File: config.mk
export PLATFORM = sky130hd
export DESIGN_NAME = dpot_multi_spi
export DESIGN_NICKNAME = d
export VERILOG_FILES = /design/src/rtl/dpot_multi_spi_pkg.sv /design/src/rtl/dpot_multi_spi_sclk_gen.sv /design/src/rtl/dpot_multi_spi.sv
export SDC_FILE = /design/constraint.sdc
export NUM_CORES = 1
export LEC_CHECK = 0
export ABC_CLOCK_PERIOD_IN_PS = 1800
export CAP_MARGIN = 20
export CORE_UTILIZATION = 50
export CTS_BUF_LIST = sky130_fd_sc_hd__clkbuf_4 sky130_fd_sc_hd__clkbuf_8
export CTS_CLUSTER_SIZE = 12
export DETAILED_ROUTE_END_ITERATION = 8
export PLACE_DENSITY = 0.81
export SLEW_MARGIN = 20
export SYNTH_ARGS = -nofsm -noshare
export SYNTH_HDL_FRONTEND = slang
export SYNTH_SLANG_ARGS = --single-unit
File: constraint.sdc
create_clock -name clk -period 1.8 [get_ports clk]
set_input_delay 0.36 -clock clk [delete_from_list [all_inputs] [get_ports clk]]
set_output_delay 0.36 -clock clk [all_outputs]
set_load 0.03 [all_outputs]
File: src/rtl/dpot_multi_spi_pkg.sv
// Shared constants for the multi-channel digital-pot SPI driver.
//  - FSM state encodings (IDLE..GAP)
//  - SPI mode constant: CPOL=0, so SCLK idles low
package dpot_multi_spi_pkg;

  localparam logic [2:0] ST_IDLE  = 3'd0;
  localparam logic [2:0] ST_LOAD  = 3'd1;
  localparam logic [2:0] ST_SETUP = 3'd2;
  localparam logic [2:0] ST_SHIFT = 3'd3;
  localparam logic [2:0] ST_HOLD  = 3'd4;
  localparam logic [2:0] ST_GAP   = 3'd5;

  // SCLK idle level.
  localparam logic SPI_CPOL = 1'b0;

endpackage

File: src/rtl/dpot_multi_spi_sclk_gen.sv
// SCLK generator: divides clk into SCLK half-periods of CLK_DIV clocks.
// Ports:
//  clk, rst      system clock, async active-low reset
//  i_en          count half-periods (held at 0 when low)
//  i_shift       let SCLK toggle at each half-period end; otherwise SCLK idles
//  o_tick_c      comb: last clk of the current half-period
//  o_fall_c      comb: SCLK falls on the coming edge
//  o_sclk        registered SCLK level
module dpot_multi_spi_sclk_gen
  import dpot_multi_spi_pkg::*;
#(
  parameter int unsigned CLK_DIV = 2
) (
  input  logic clk,
  input  logic rst,
  input  logic i_en,
  input  logic i_shift,
  output logic o_tick_c,
  output logic o_fall_c,
  output logic o_sclk
);

  localparam int unsigned CNT_W = $clog2(CLK_DIV) + 1;

  logic [CNT_W-1:0] r_cnt;
  logic             r_sclk;

  assign o_tick_c = i_en && (r_cnt == CNT_W'(CLK_DIV - 1));
  assign o_fall_c = o_tick_c && i_shift && (r_sclk != SPI_CPOL);
  assign o_sclk   = r_sclk;

  // Half-period counter and SCLK level
  always_ff @(posedge clk or negedge rst) begin
    if (!rst) begin
      r_cnt  <= '0;
      r_sclk <= SPI_CPOL;
    end else begin
      r_cnt  <= (!i_en || o_tick_c) ? '0 : r_cnt + CNT_W'(1);
      r_sclk <= i_shift ? (r_sclk ^ o_tick_c) : SPI_CPOL;
    end
  end

endmodule

File: src/rtl/dpot_multi_spi.sv
// Multi-channel AD5160-class digital pot driver on a shared SCLK/MOSI bus.
// Each channel gets its own frame with its own nCS; the lowest pending channel goes first.
// Ports:
//  clk, rst    system clock, async active-low reset
//  value       CHANNELS wiper codes, channel i = value[i*DATA_W +: DATA_W]
//  update      request a send of every channel
//  auto_mode   request a send of any channel whose value differs from the last one sent
//  ready       idle with nothing pending
//  active_ch   channel of the current or most recent frame
//  nCS         per-channel chip select, active low
//  SCLK, MOSI  SPI mode 0 bus, MSB first
module dpot_multi_spi
  import dpot_multi_spi_pkg::*;
#(
  parameter int unsigned CHANNELS = 2,
  parameter int unsigned DATA_W   = 8,
  parameter int unsigned CLK_DIV  = 2,
  parameter int unsigned GAP_CYC  = 2
) (
  input  logic                         clk,
  input  logic                         rst,
  input  logic [CHANNELS*DATA_W-1:0]   value,
  input  logic                         update,
  input  logic                         auto_mode,
  output logic                         ready,
  output logic [$clog2(CHANNELS):0]    active_ch,
  output logic [CHANNELS-1:0]          nCS,
  output logic                         SCLK,
  output logic                         MOSI
);

  localparam int unsigned CH_W   = $clog2(CHANNELS) + 1;
  localparam int unsigned HALF_W = $clog2(2 * DATA_W + GAP_CYC) + 1;

  logic [2:0]          r_state;
  logic [2:0]          w_state_nxt;
  logic [CHANNELS-1:0] r_pend;
  logic [DATA_W-1:0]   r_sent [CHANNELS];
  logic [DATA_W-1:0]   r_shift;
  logic [CH_W-1:0]     r_ch;
  logic [CHANNELS-1:0] r_ncs;
  logic                r_mosi;
  logic                r_ready;
  logic [HALF_W-1:0]   r_half;

  logic [CH_W-1:0]     w_sel;
  logic [CHANNELS-1:0] w_onehot;
  logic [DATA_W-1:0]   w_sel_val;
  logic                w_any;
  logic                w_load;
  logic [CHANNELS-1:0] w_set;
  logic [CHANNELS-1:0] w_clr;
  logic [DATA_W-1:0]   w_shl;
  logic                w_tick;
  logic                w_fall;
  logic                w_sclk;
  logic                w_gen_en;
  logic                w_gen_shift;

  assign w_any       = |r_pend;
  assign w_load      = (w_state_nxt == ST_LOAD);
  assign w_clr       = w_load ? w_onehot : '0;
  assign w_shl       = r_shift << 1;
  assign w_gen_en    = (r_state == ST_SETUP) || (r_state == ST_SHIFT) ||
                       (r_state == ST_HOLD)  || (r_state == ST_GAP);
  assign w_gen_shift = (r_state == ST_SHIFT);

  dpot_multi_spi_sclk_gen #(
    .CLK_DIV (CLK_DIV)
  ) u_sclk_gen (
    .clk      (clk),
    .rst      (rst),
    .i_en     (w_gen_en),
    .i_shift  (w_gen_shift),
    .o_tick_c (w_tick),
    .o_fall_c (w_fall),
    .o_sclk   (w_sclk)
  );

  // Fixed-priority encoder: lowest pending index wins (descending loop, last hit kept)
  always_comb begin
    w_sel     = '0;
    w_onehot  = '0;
    w_sel_val = '0;
    for (int i = int'(CHANNELS) - 1; i >= 0; i--) begin
      if (r_pend[i]) begin
        w_sel       = CH_W'(i);
        w_onehot    = '0;
        w_onehot[i] = 1'b1;
        w_sel_val   = value[i*DATA_W +: DATA_W];
      end
    end
  end

  // Requests; the channel being loaded compares against the value it is about to send
  always_comb begin
    w_set = '0;
    for (int i = 0; i < int'(CHANNELS); i++) begin
      w_set[i] = update ||
                 (auto_mode && (value[i*DATA_W +: DATA_W] != r_sent[i]) &&
                  !(w_load && w_onehot[i]));
    end
  end

  // State register
  always_ff @(posedge clk or negedge rst) begin
    if (!rst) r_state <= ST_IDLE;
    else      r_state <= w_state_nxt;
  end

  // Next-state logic
  always_comb begin
    w_state_nxt = r_state;
    case (r_state)
      ST_IDLE:  if (w_any) w_state_nxt = ST_LOAD;
      ST_LOAD:  w_state_nxt = ST_SETUP;
      ST_SETUP: if (w_tick) w_state_nxt = ST_SHIFT;
      ST_SHIFT: if (w_tick && (r_half == HALF_W'(2 * DATA_W - 1))) w_state_nxt = ST_HOLD;
      ST_HOLD:  if (w_tick) w_state_nxt = ST_GAP;
      ST_GAP:   if (w_tick && (r_half == HALF_W'(GAP_CYC - 1)))
                  w_state_nxt = w_any ? ST_LOAD : ST_IDLE;
      default:  w_state_nxt = ST_IDLE;
    endcase
  end

  // Pending mask, shadow registers, shifter and registered pin outputs
  always_ff @(posedge clk or negedge rst) begin
    if (!rst) begin
      r_pend  <= '0;
      r_shift <= '0;
      r_ch    <= '0;
      r_ncs   <= '1;
      r_mosi  <= 1'b0;
      r_ready <= 1'b1;
      r_half  <= '0;
      for (int i = 0; i < int'(CHANNELS); i++) r_sent[i] <= '0;
    end else begin
      r_pend  <= (r_pend & ~w_clr) | w_set;
      r_ready <= (r_state == ST_IDLE) && !w_any;

      // Half-period count within SHIFT/GAP; restarts on every state change
      if (w_state_nxt != r_state) r_half <= '0;
      else if (w_tick)            r_half <= r_half + HALF_W'(1);

      if (w_load) begin
        r_ch    <= w_sel;
        r_shift <= w_sel_val;
        r_mosi  <= w_sel_val[DATA_W-1];
        r_ncs   <= ~w_onehot;
        for (int i = 0; i < int'(CHANNELS); i++)
          if (w_onehot[i]) r_sent[i] <= w_sel_val;
      end else if (w_fall) begin
        // Last fall shifts out zeros, so MOSI is low for HOLD and GAP
        r_shift <= w_shl;
        r_mosi  <= w_shl[DATA_W-1];
      end else if ((r_state == ST_HOLD) && w_tick) begin
        r_ncs  <= '1;
        r_mosi <= 1'b0;
      end
    end
  end

  assign ready     = r_ready;
  assign active_ch = r_ch;
  assign nCS       = r_ncs;
  assign SCLK      = w_sclk;
  assign MOSI      = r_mosi;

endmodule
# After elaboration in Yosys (flattened, before gate mapping)
# Index checks and enable logic that the tools add are counted.
# op_classes
add_sub_neg,2
bitwise_logic,5
n_eq_ne,13
muxes,26
n_reduce_logical,32
# op_table
operator,n
$pmux W3 S6,1
$mux W8,2
$ne A8 B8 Y1,2
$mux W3,5
$mux W2,7
$mux W7,2
$logic_and A1 B1 Y1,13
$mux W6,2
$mux W1,7
$add A6 B1 Y6 const B,1
$eq A3 B1 Y1 const B,2
$eq A3 B2 Y1 const B,2
$eq A3 B3 Y1 const B,2
$eq A6 B1 Y1 const B,1
$eq A6 B4 Y1 const B,1
$logic_or A1 B1 Y1,6
$reduce_and A2 Y1,3
$reduce_bool A2 Y1,3
$logic_not A1 Y1,4
$not A2 Y2,2
$logic_not A3 Y1,1
$ne A3 B3 Y1,1
$reduce_bool A3 Y1,1
$add A2 B1 Y2 const B,1
other kinds (6),6
# word_totals
elab_cells,90
regBits,43
input_bits,20
output_inout_bits,7

# Logic depth before layout (Yosys ltp)
# logic_depth
ltp_word,14
mapped_depth,8
ltp_nobuf,6

# Modules after synthesis
# Synthesis repeated with hierarchy kept, for this count alone.
# hier_totals
cells_unflattened,194
area_unflattened_um2,2257.2
# modules_own_cells
module,cells_each,instances,area_each_um2,seq_area_each_um2
dpot_multi_spi,181,1,2119.5,979.7
dpot_multi_spi_sclk_gen,13,1,137.6,75.1

# Least setup slack after synthesis
# No wires, ideal clock.
# synth_timing
path_type,reg2reg
startpoint,register u_sclk_gen.r_cnt[1]
endpoint,register r_sent[10] (netlist bit)
arrival_time_ns,1.856
period_less_slack_ns,1.981
setup_ns,0.125
required_time_ns,1.675
path_stages_with_launch,9
n_path_buf,2
path_slack_ns,-0.181
cell_sequence,dfrtp_1 inv_1 ha_1 buf_4 and4bb_1 a31oi_1 buf_6 nor3b_4 mux2_2
# synth_via
elab_chain_len,7
elab_cells_between_ends,11
classes_between,eq/ne (2); mux (5); reduce/logical (4)
# synth_rtl
item,line_no,text
from (decl),dpot_multi_spi_sclk_gen.sv:25,logic [CNT_W-1:0] r_cnt;
from (signal assigned),dpot_multi_spi_sclk_gen.sv:38,r_cnt <= (!i_en || o_tick_c) ? '0 : r_cnt + CNT_W'(1);
$eq A2 B1 Y1 *,dpot_multi_spi_sclk_gen.sv:28,assign o_tick_c = i_en && (r_cnt == CNT_W'(CLK_DIV - 1));
$logic_and A1 B1 Y1 *,dpot_multi_spi_sclk_gen.sv:28,
$logic_and A1 B1 Y1 (on tied branches),"dpot_multi_spi.sv:120, dpot_multi_spi.sv:118",
$mux W3 (on tied branches),"dpot_multi_spi.sv:120, dpot_multi_spi.sv:118",
$pmux W3 S6 *,dpot_multi_spi.sv:114,case (r_state)
$eq A3 B1 Y1 *,dpot_multi_spi.sv:61,assign w_load = (w_state_nxt == ST_LOAD);
$reduce_and A2 Y1 (no source line) *,n/a,
"to (signal, indexed assignment)",dpot_multi_spi.sv:151,if (w_onehot[i]) r_sent[i] <= w_sel_val;
to (decl),dpot_multi_spi.sv:38,logic [DATA_W-1:0] r_sent [CHANNELS];
# Mark *: on every way between the ends. The rest lies on a longest branch, timed or not.
# A chain may end at the register's enable or synchronous reset.

# Worst setup path in the final report
# layout_timing
startpoint,register r_half[1]
endpoint,"register r_mosi, in the netlist MOSI"
# layout_via
elab_chain_len,6
elab_cells_between_ends,10
classes_between,eq/ne (3); mux (4); reduce/logical (3)
# layout_rtl
item,line_no,text
from (decl),dpot_multi_spi.sv:44,logic [HALF_W-1:0] r_half;
from (signal assigned),dpot_multi_spi.sv:143,else if (w_tick) r_half <= r_half + HALF_W'(1);
$eq A6 B1 Y1 / $eq A6 B4 Y1 (equally long branches),"dpot_multi_spi.sv:120, dpot_multi_spi.sv:118",
$logic_and A1 B1 Y1 (on tied branches),"dpot_multi_spi.sv:120, dpot_multi_spi.sv:118",
$mux W3 (on tied branches),"dpot_multi_spi.sv:120, dpot_multi_spi.sv:118",
$pmux W3 S6 *,dpot_multi_spi.sv:114,
$eq A3 B1 Y1 *,dpot_multi_spi.sv:61,
$reduce_bool A3 Y1 (no source line) / $mux W1 (equally long branches),n/a,
to (signal assigned),dpot_multi_spi.sv:148,r_mosi <= w_sel_val[DATA_W-1];
to (signal assigned),dpot_multi_spi.sv:155,r_mosi <= w_shl[DATA_W-1];
to (decl),dpot_multi_spi.sv:42,logic r_mosi;
# Marked as above.

==> results.txt <==
The flow ran to the end, but the final reports show violations. The checks that failed: negative setup slack. Row generation in the floorplan step produced 24 rows. Tracing the worst setup path back leads to its startpoint at r_half[1]$_DFFE_PN0P_. The final core utilization was 0.730; the overall die height was 69.2 µm.

After layout, the minimum clock period comes to 1.95 ns. The sequential cells in the finished layout cover a total of 0.00105 mm². At the end of routability-driven placement, the weighted congestion stood at 0.806. The smallest setup slack after layout was -0.152 ns; the layout overhead on the synthesized area was 40.6%. The final period utilization is 1.08. Cell area after synthesis: 0.00226 mm². The overall fraction of global-route tracks in use is 0.259. The tightest min-delay check is of the input port to async pin type. Remaining global-route overflow: 0. Dividing total power by cell area gives a power density of 1370 mW/mm². The power consumption was 4350 µW.

Max-cap violations in this run came to 0. sky130_fd_sc_hd__dfrtp_1 is the most common cell in the netlist. Counting flops with a built-in enable in the synthesized netlist gives 0.

Dividing the detail-routed wire length by the instance count gives 19.4 µm. Startpoint kind of the worst setup timing path: a register. Setup violations remaining at the end of the flow were counted as 27.

The tools report the effective utilization at floorplan as 0.519. Counting the buffers created by CTS gives 5. The logs give 2 for the number of H-tree levels and 512 MHz for the fmax.

The placeable core area was 0.00435 mm². On the final layout, the worst hold slack is 0.121 ns. In this run the critical register-to-register path is launched from r_half[1]$_DFFE_PN0P_. The worst setup path is captured at a register. The run gives 285 as the net count of the finished layout.

The slew of the pin with the lowest slew margin works out to 0.617 ns. Across the VDD grid, the largest voltage drop is 0.612 mV. The tools report the largest clock skew in the final design as 0.00849 ns. The slowest stage of the critical path belongs to the cell sky130_fd_sc_hd__a2111oi_1.

The largest stage delay on the critical path is 0.62 ns, and the number of antenna violations at the first check in global routing is 0. The multi-input combinational cells in the finished layout cover a total of 0.00133 mm². The share of synthesized flip-flops with an asynchronous set or reset was 1.00. The proportion of netlist area held by the largest area contributor works out to 0.432. The later pin in the worst-skew pair is clocked with a latency of 0.30 ns. Fill cells in the final layout number 283.

The run gives 3.76 mm as the sum of net half-perimeters after detailed placement. For the number of failing hold endpoints at the final stage, the log shows 0. The total negative setup slack was -2.20 ns; the clock transition at the registers of the reported paths was 0.09 ns. Worst endpoint data arrival time: 2.20 ns.

The signal on the critical path passes through inv_2 > ha_4 > nor3b_4 > buf_4 > nand3_1 > a2111oi_1 > a221o_1. The number of buffers on the longest clock path was 2. In the synthesized netlist the dominant register cell turns out to be sky130_fd_sc_hd__dfrtp_1. The logs give 0.00140 µW for the static power due to leakage and 303 for the post-placement cell count.

The number of vias per cell after detailed routing is 6.07. Horizontal extent of the die: 69.2 µm. Setup repair after global routing could not meet its margin everywhere. CTS placed an instance of sky130_fd_sc_hd__clkbuf_8 at the clock tree root.

The synthesized design spends more area on one cell type than any other, namely sky130_fd_sc_hd__dfrtp_1. By area the synthesized netlist is led by sky130_fd_sc_hd__dfrtp_1 43%, sky130_fd_sc_hd__mux2_2 8.0%, sky130_fd_sc_hd__xnor2_1 5.4%. The count of clock tree sinks came out at 42. The maximum number of pins on one net before global-route repair was 43. TritonCTS built the clock tree. The die footprint is 0.00479 mm².

The worst-path maximum fanout is 3, and the number of search-and-repair iterations in the first detailed-routing pass is 5. The number of storage elements in the synthesis netlist was 42; the detailed-route wire length was 6.10 mm. The run gives 202 as the number of instances in the synthesized netlist. Sorting the synthesized cells by how often they occur yields 39 x sky130_fd_sc_hd__dfrtp_1, 16 x sky130_fd_sc_hd__mux2_2, 14 x sky130_fd_sc_hd__xnor2_1. For this run, the number of Yosys warnings is 0.

For the number of global-route vias before repair, the log shows 1883. The post-route antenna net violation count was 0. The synthesized netlist contains 48 unique library cells. The logs give 315 for the final instance count without filler cells and 0 for the detailed-route DRC error count. The average footprint of a synthesized cell was 11.2 µm².

The diode insertion count for antenna repair came out at 0. The starting DRC count in detailed routing came out at 166. The logs give 0.588 for the worst relative slew slack and 1912 for the via total after detailed routing.

The startpoint-to-endpoint class of the critical path is register to register. The proportion of layout cells with a drive suffix above 1 was 0.335. STA puts the critical path data required time at 2.05 ns. The count of buffering cells on the critical path with inverters included was 2; the I/O pin count was 27. The post-synthesis sequential area ratio was 0.467. The number of buffers added on ports is 25. The tools report the post-synthesis net count as 225. The first-pass GRT wire length was 9.59 mm. The cell family contributing the most delay on the critical path is compound AO/OA/AOI/OAI gates. For the final count of pins violating max slew, the log shows 0.
## what timing repair did
action                                  in CTS  in global routing
setup buffers                                3                  2
hold buffers                                 0                  0
pin swaps                                    7                  5
resized for setup                           30                 13
endpoints found under the setup margin      34                 34
## metrics by stage
step                setup slack, ns  instance area, µm²
global placement            -0.0934                2810
detailed placement           -0.167                2810
CTS                          -0.154                3090
floorplan                    -0.180                2280
global route                 -0.215                3180
finish                       -0.152                3180
## registers in the layout, indices dropped and copies added, names as in the netlist
name and flops:
r_sent 16, r_shift 7, r_half 6, r_state 3
nCS 2, r_pend 2, u_sclk_gen.r_cnt 2, MOSI 1
active_ch 1, ready 1, u_sclk_gen.o_sclk 1
## path summary, 6_finish.rpt
check / depth (start not counted) / slack [ns] / end
worst min-delay path: 2 / 0.12 / MOSI$_DFFE_PN0P_
max in group asynchronous: 2 / 1.30 / nCS[0]$_DFFE_PN1P_
min in group clk: 1 / 0.49 / active_ch[0]$_DFFE_PN0N_
worst max-delay path: 7 / -0.15 / MOSI$_DFFE_PN0P_
worst max register to register: 7 / -0.15 / MOSI$_DFFE_PN0P_
worst min register to register: 1 / 0.49 / active_ch[0]$_DFFE_PN0N_
## final cells by class
class,instances,share of cell area
clock buffers,6,0.0260
well taps,52,0.0205
clock inverters,2,0.0189
multi-input cells,143,0.418
repair buffers,65,0.179
flip-flops and latches,42,0.332
inverters,5,0.00591
## cell usage in the layout (no fill, tap or decap), types with 2 or more instances in the layout
master	synthesis	layout
sky130_fd_sc_hd__nand2_1	3	3
sky130_fd_sc_hd__inv_1	5	4
sky130_fd_sc_hd__nand3_1	5	4
sky130_fd_sc_hd__nor2_1	10	10
sky130_fd_sc_hd__dfstp_2	3	3
sky130_fd_sc_hd__xnor2_1	14	14
sky130_fd_sc_hd__nor2b_1	3	3
sky130_fd_sc_hd__nor3_1	8	8
sky130_fd_sc_hd__bufinv_16	0	2
sky130_fd_sc_hd__buf_12	0	2
sky130_fd_sc_hd__dlygate4sd2_1	0	3
sky130_fd_sc_hd__o21bai_1	2	2
sky130_fd_sc_hd__nor4_1	3	3
sky130_fd_sc_hd__ha_4	0	2
sky130_fd_sc_hd__xor2_1	10	10
sky130_fd_sc_hd__or2_2	2	2
sky130_fd_sc_hd__a31oi_1	3	3
sky130_fd_sc_hd__dfrtp_1	39	39
sky130_fd_sc_hd__a21oi_1	6	5
sky130_fd_sc_hd__nand4_1	4	4
sky130_fd_sc_hd__a211oi_1	2	2
sky130_fd_sc_hd__a22oi_1	7	7
sky130_fd_sc_hd__a221o_1	8	8
sky130_fd_sc_hd__mux2_4	0	16
sky130_fd_sc_hd__clkdlybuf4s50_1	0	20
sky130_fd_sc_hd__nor3b_4	1	2
sky130_fd_sc_hd__clkbuf_8	0	6
sky130_fd_sc_hd__o21ai_0	5	3
sky130_fd_sc_hd__nor4bb_4	0	3
sky130_fd_sc_hd__and3_1	3	3
sky130_fd_sc_hd__nand2b_1	2	2
sky130_fd_sc_hd__mux2i_1	2	2
sky130_fd_sc_hd__buf_4	2	38
## routing by layer
metal / global-route usage / share of wire
met1: 0.353 / 0.43
met2: 0.409 / 0.49
met3: 0.0596 / 0.057
met4: 0.0839 / 0.027
met5: 0 / 0
## cell families (layout without fill, tap and decap cells)
group,Yosys count,count (layout),share of synthesized area
xor gates and xnor gates,24,24,0.0930
and+or+nand+nor,55,55,0.156
other,1,1,0.00166
adders and majority gates,3,3,0.0166
DFF,42,42,0.467
buffers and inverters,17,78,0.0371
AOI/OAI and AO/OA,42,42,0.140
muxes,18,18,0.0886
## report_power, final
part	leakage [µW]	internal (µW)	switching, µW	total [µW]
combinational	0.000804	1090	956	2050
clock	0.0000714	592	336	928
sequential	0.000520	1200	178	1370
## worst register-to-register path: stages, from the launching register on
cell and delay [ns]:
sky130_fd_sc_hd__dfrtp_1 0.39, sky130_fd_sc_hd__inv_2 0.08, sky130_fd_sc_hd__ha_4 0.12, sky130_fd_sc_hd__nor3b_4 0.21, sky130_fd_sc_hd__buf_4 0.16, sky130_fd_sc_hd__nand3_1 0.13
sky130_fd_sc_hd__a2111oi_1 0.62, sky130_fd_sc_hd__a221o_1 0.19
No activity file was read; power rests on OpenSTA's default activity.
==> RTL change 1 (same settings) <==
`CLK_DIV` is set to 2 in 2 places; all go to 1.
--- a/src/rtl/dpot_multi_spi_sclk_gen.sv
+++ b/src/rtl/dpot_multi_spi_sclk_gen.sv
@@ -11,3 +11,3 @@
 #(
-  parameter int unsigned CLK_DIV = 2
+  parameter int unsigned CLK_DIV = 1
 ) (
--- a/src/rtl/dpot_multi_spi.sv
+++ b/src/rtl/dpot_multi_spi.sv
@@ -16,3 +16,3 @@
   parameter int unsigned DATA_W   = 8,
-  parameter int unsigned CLK_DIV  = 2,
+  parameter int unsigned CLK_DIV  = 1,
   parameter int unsigned GAP_CYC  = 2
Function: changed (a bounded check fails within 10 cycles, from zero or initial values and one cycle with rst low).
==> RTL change 1 against the unedited design <==
  * The run ends with negative hold slack, negative setup slack left
  * Design area shrank 6.4%
  * Sequential cell count shrank 1
  * Synthesized cell count down 4.5%
  * Clock skew about the same
  * Worst setup slack gained 16 ps
  * Wire length is 18% lower
  * Area after synthesis increased by 0.28%
  * Critical path type unchanged
  * Critical endpoint is now r_sent[15]
Power is not compared: it rests on default switching activity, and its combinational part moved more than twofold at a synthesized area within 25%.
==> RTL change 1: results (changes against the unedited design) <==
[run_status]
status=complete, but fails checks
violations=negative hold slack, negative setup slack

[synth]
postSynthCellCount=193  ; -4.5%
synth_commonest_cells=38 x dfrtp_1, 16 x mux2_2, 14 x xor2_1, 10 x xnor2_1
synth.distinct_cells=50  ; +4.2%
yosysSeqAreaShare_pct=45.44  ; -1.2 points
synth_area_leaders=dfrtp_1 42%, mux2_2 8.0%, xor2_1 5.4%

[global_route]
grt_pass1_wl_mm=8.293  ; -14%
grtUsageMet3_pct=4.215  ; -1.7 points
grt_pass1_vias=1718  ; -8.8%
grt_max_degree=20  ; -53%
use_met1_pct=31.16  ; -4.1 points
grt_use_met2_pct=34.84  ; -6.0 points
antenna_found_initial=0  ; unchanged
grt_usage_pct=22.08  ; -3.8 points

[worst_setup_path]
path_max_fanout=9  ; +6
max_stage_delay_ps=540  ; -80 ps
crit_family=simple AND/OR/NAND/NOR gates
r2r_start=u_sclk_gen.r_cnt
cp.arrival_ps=2110  ; -90 ps
r2r_cells=5  ; -2
cp-start-kind=flip-flop
endpoint=r_sent[15]
worst_path_max_delay_cell=or4b_4

[sta]
holdWs_ps=-6.749  ; -128.1 ps
hold_viol=5  ; +5
setup_viol=30  ; +11%
max-slew-margin-rel_pct=60.57  ; +1.7 points
finClkSkew_ps=8.913  ; +0.4275 ps
final.setup.worst_slack_ps=-136.1  ; +15.89 ps

[clock_network]
clk_pin_slew_ps=80
cts_made_buffers=5  ; unchanged
cts_max_path_buffers=2  ; unchanged
htreeDepth=2  ; unchanged
clock_latency_ps=290

[layout]
top_regs=r_sent: 16 flops, r_shift: 7 flops, r_half: 6 flops
nFillCells=310  ; +9.5%
drive_above_1_share_pct=31.91  ; -1.6 points
nets=278  ; -2.5%
fin_cells=309  ; -1.9%

[detailed_routing]
drt_iter0_markers=113  ; -32%
vias_per_cell=5.595  ; -7.8%
dr.pass1.iters=4  ; -1
wl_mm=5.015  ; -18%

[pwr]
p_leak_nw=1.313
irDropWorstVdd_uv=411.5

[place]
place.gp.congestion=0.8209  ; +1.8%
placed_cells=300  ; -0.99%
dp_hpwl_mm=3.811  ; +1.3%

[hold_path]
hp-class=in2async

==> RTL change 1: final cells by class <==
type,count,area share [%]
multi-input cells,139,41.35
flip-flops and latches,41,34.62
repair buffers,63,17.84
clock buffers,6,2.777
well taps,52,2.188
inverters,6,0.7573
clock inverters,2,0.4628
==> RTL change 1: metrics by stage <==
step / setup WS [ps] / total power, mW / setup TNS [ps] / instance area, um^2 / hold WS, ps
floorplan: -71.23 / 1.606 / -498.6 / 2282 / 64.41
global placement: -71.79 / 1.957 / -1382 / 2825 / 323.2
detailed placement: -133.2 / 1.985 / -2499 / 2825 / 324.6
CTS: -117.2 / 2.629 / -2518 / 2964 / 4.758
global route: -205.4 / 2.789 / -5118 / 2974 / 17.24
finish: -136.1 / 2.633 / -2286 / 2974 / -6.749
==> RTL change 1: logic make-up after synthesis <==
| group | synth area share (%) |
|---|---|
| compound gates | 14.03 |
| xor+xnor | 9.277 |
| simple gates | 18.17 |
| fa+ha+maj | 1.104 |
| flops | 45.44 |
| buf+inv | 2.982 |
| other cells | 0.1655 |
| mux | 8.835 |
==> RTL change 1: what timing repair did <==
item,4_1_cts,5_1_grt
setup endpoints to repair,35,34
buffers inserted,1,0
hold buffers,0,0
resized for setup,11,2
pin swaps,8,4
==> RTL change 1: worst reg2reg max path: stages (launching register included) <==
cell     delay (ps)
dfrtp_1         420
or4b_4          540
buf_4           170
o31ai_4         100
nand4_4         260
mux2_2          350
==> RTL change 1: power by group <==
group / switching (mW) / internal [mW]
registers: 0.0942 / 1.05
clock network: 0.312 / 0.311
logic: 0.411 / 0.459
==> RTL change 1: metal layers <==
layer / vias to the layer above / part of all wire, %
met5: - / 0
met4: 0 / 0.82
met3: 6 / 3.8
met2: 38 / 48
met1: 857 / 48
li1: 828 / -
==> RTL change 2 (config.mk and constraints unchanged) <==
Made on the original files. Reset style: synchronous (`rst`), changed in 3 clocked blocks. Comments in the files are not updated.
--- a/src/rtl/dpot_multi_spi_sclk_gen.sv
+++ b/src/rtl/dpot_multi_spi_sclk_gen.sv
@@ -32,3 +32,3 @@
   // Half-period counter and SCLK level
-  always_ff @(posedge clk or negedge rst) begin
+  always_ff @(posedge clk) begin
     if (!rst) begin
--- a/src/rtl/dpot_multi_spi.sv
+++ b/src/rtl/dpot_multi_spi.sv
@@ -105,3 +105,3 @@
   // State register
-  always_ff @(posedge clk or negedge rst) begin
+  always_ff @(posedge clk) begin
     if (!rst) r_state <= ST_IDLE;
@@ -126,3 +126,3 @@
   // Pending mask, shadow registers, shifter and registered pin outputs
-  always_ff @(posedge clk or negedge rst) begin
+  always_ff @(posedge clk) begin
     if (!rst) begin
Function: differs if rst is asserted again (counterexample within 4 cycles, from zero or initial values and one cycle with rst low); with rst held inactive, the same outputs for 10 cycles.
==> RTL change 2 against the unedited design <==
  * The run still ends with negative setup slack left
  * Design area shrank 11%
  * Critical path depth decreased by 1
  * Worst setup slack improved by 110 ps
  * Die area down 5.7%
  * Area after synthesis shrank 5.9%
  * Sequential cell count is the same
  * Via count is 4.2% lower
  * Wire length shrank 15%
  * Worst hold slack improved by 280 ps
  * First-iteration DRC count fell by 33%
  * Highest routed layer unchanged
Power is not compared: it rests on default switching activity, and its combinational part moved more than twofold at a synthesized area within 25%.
==> RTL change 2: results (changes against the unedited design) <==
[synth]
syn_area_per_cell_um2=10.03  ; -10%
synthXorXnorAreaFrac_pct=9.412  ; +0.11 points
synth-async-reset-ratio_pct=0  ; -100 points
synth_top_family_by_area=compound AO/OA/AOI/OAI gates
yosys.area_share.adder_pct=1.765  ; +0.10 points
synth_compound_area_share_pct=19.53  ; +5.5 points
synth_commonest_cells=26 x dfxtp_1, 21 x nor2_1, 16 x edfxtp_1, 16 x xnor2_1, 12 x a21oi_1
synth_edf_count=16  ; +16
synth_fp_nets=235  ; +4.4%
ys.flop_type=dfxtp_1
yosysSeqAreaShare_pct=47.06  ; +0.38 points
synth.area.mux_share_pct=0  ; -8.9 points

[place]
dp_hpwl_mm=3.412  ; -9.3%
post-place-ws_ps=-120.4  ; +47.07 ps
placed_area_um2=2554  ; -9.2%

[detailed_routing]
drt_iter0_markers=111  ; -33%
dr.pass1.iters=4  ; -1
avgRoutedWirePerCell_um=16.85  ; -13%
num_vias=1832  ; -4.2%
vias_per_cell=5.948  ; -2.0%

[sta]
finalSetupTns_ps=-512.0  ; +1689 ps
worst_pin_slew_ps=547.2  ; -70.08 ps
final.setup.worst_slack_ps=-46.43  ; +105.6 ps
finClkSkew_ps=4.795  ; -3.690 ps
setup_viol=19  ; -30%
holdWs_ps=403.2  ; +281.9 ps

[worst_setup_path]
cp.arrival_ps=2000  ; -200 ps
max_stage_delay_ps=600  ; -20 ps
r2r_cells=6  ; -1
worst_path_max_delay_cell=or4_4

[global_route]
grt_usage_pct=24.63  ; -1.2 points
grt_pass1_vias=1719  ; -8.7%
grt_pass1_wl_mm=8.024  ; -16%
grt_max_degree=16  ; -63%
use_met1_pct=31.30  ; -4.0 points

[run_status]
status=complete, but fails checks
violations=negative setup slack

[layout]
nets=280  ; -1.8%
nFillCells=281  ; -0.71%
drive_above_1_share_pct=24.81  ; -8.7 points
regArea_um2=1005  ; -4.7%

[clock_network]
cts_made_buffers=5  ; unchanged

[hold_path]
hp-class=reg2reg

## RTL change 2: changes by cell type after synthesis, sizes merged, moves of 11 or more
cell	change
dfrtp	-39
dfxtp	+26
edfxtp	+16
mux2	-16
nor2	+11
## RTL change 2: logic make-up (layout without fill, tap and decap cells)
family	count (synthesis)	after routing
and+or+nand+nor	65	65
AOI/OAI and AO/OA	54	54
DFF	42	42
buffers and inverters	25	71
xor gates and xnor gates	22	22
adders and majority gates	3	3
other	1	1
## RTL change 2: critical path: cells and delay by family (launching register included)
kind,cells,cell delay (ps)
AND/OR/NAND/NOR,3,1050
flip-flops,1,330
adder cells (fa/ha/maj),1,130
AO/OA/AOI/OAI,1,110
buffers and inverters,1,70
## RTL change 2: final timing paths
check | start | to
max reg2reg | r_half[1] | r_sent[0][4]
min | u_sclk_gen.r_cnt[0] | u_sclk_gen.r_cnt[0]
max | r_half[1] | r_sent[0][4]
min reg2reg | u_sclk_gen.r_cnt[0] | u_sclk_gen.r_cnt[0]
## RTL change 2: cell type report
type                    count  area share [%]
inverters                  11           1.454
clock buffers               6           2.687
well taps                  50           2.203
flip-flops and latches     42           35.37
multi-input cells         145           40.48
clock inverters             2           1.322
repair buffers             52           16.48
## RTL change 2: where the power goes
group / internal [mW] / total [mW] / switching [mW]
clock network: 0.429 / 0.758 / 0.329
registers: 1.08 / 1.14 / 0.0595
logic: 0.268 / 0.561 / 0.294
## RTL change 2: repair_timing
| item | CTS | global route |
|---|---|---|
| resized for setup | 13 | 22 |
| setup endpoints to repair | 34 | 49 |
| pin swaps | 1 | 1 |
| buffers inserted | 5 | 0 |
## RTL change 2: routing by layer
layer  routed length, um  vias up
met4                  91        0
met5                   0        -
met1                2316      892
li1                    -      874
met3                 241        9
met2                2540       57
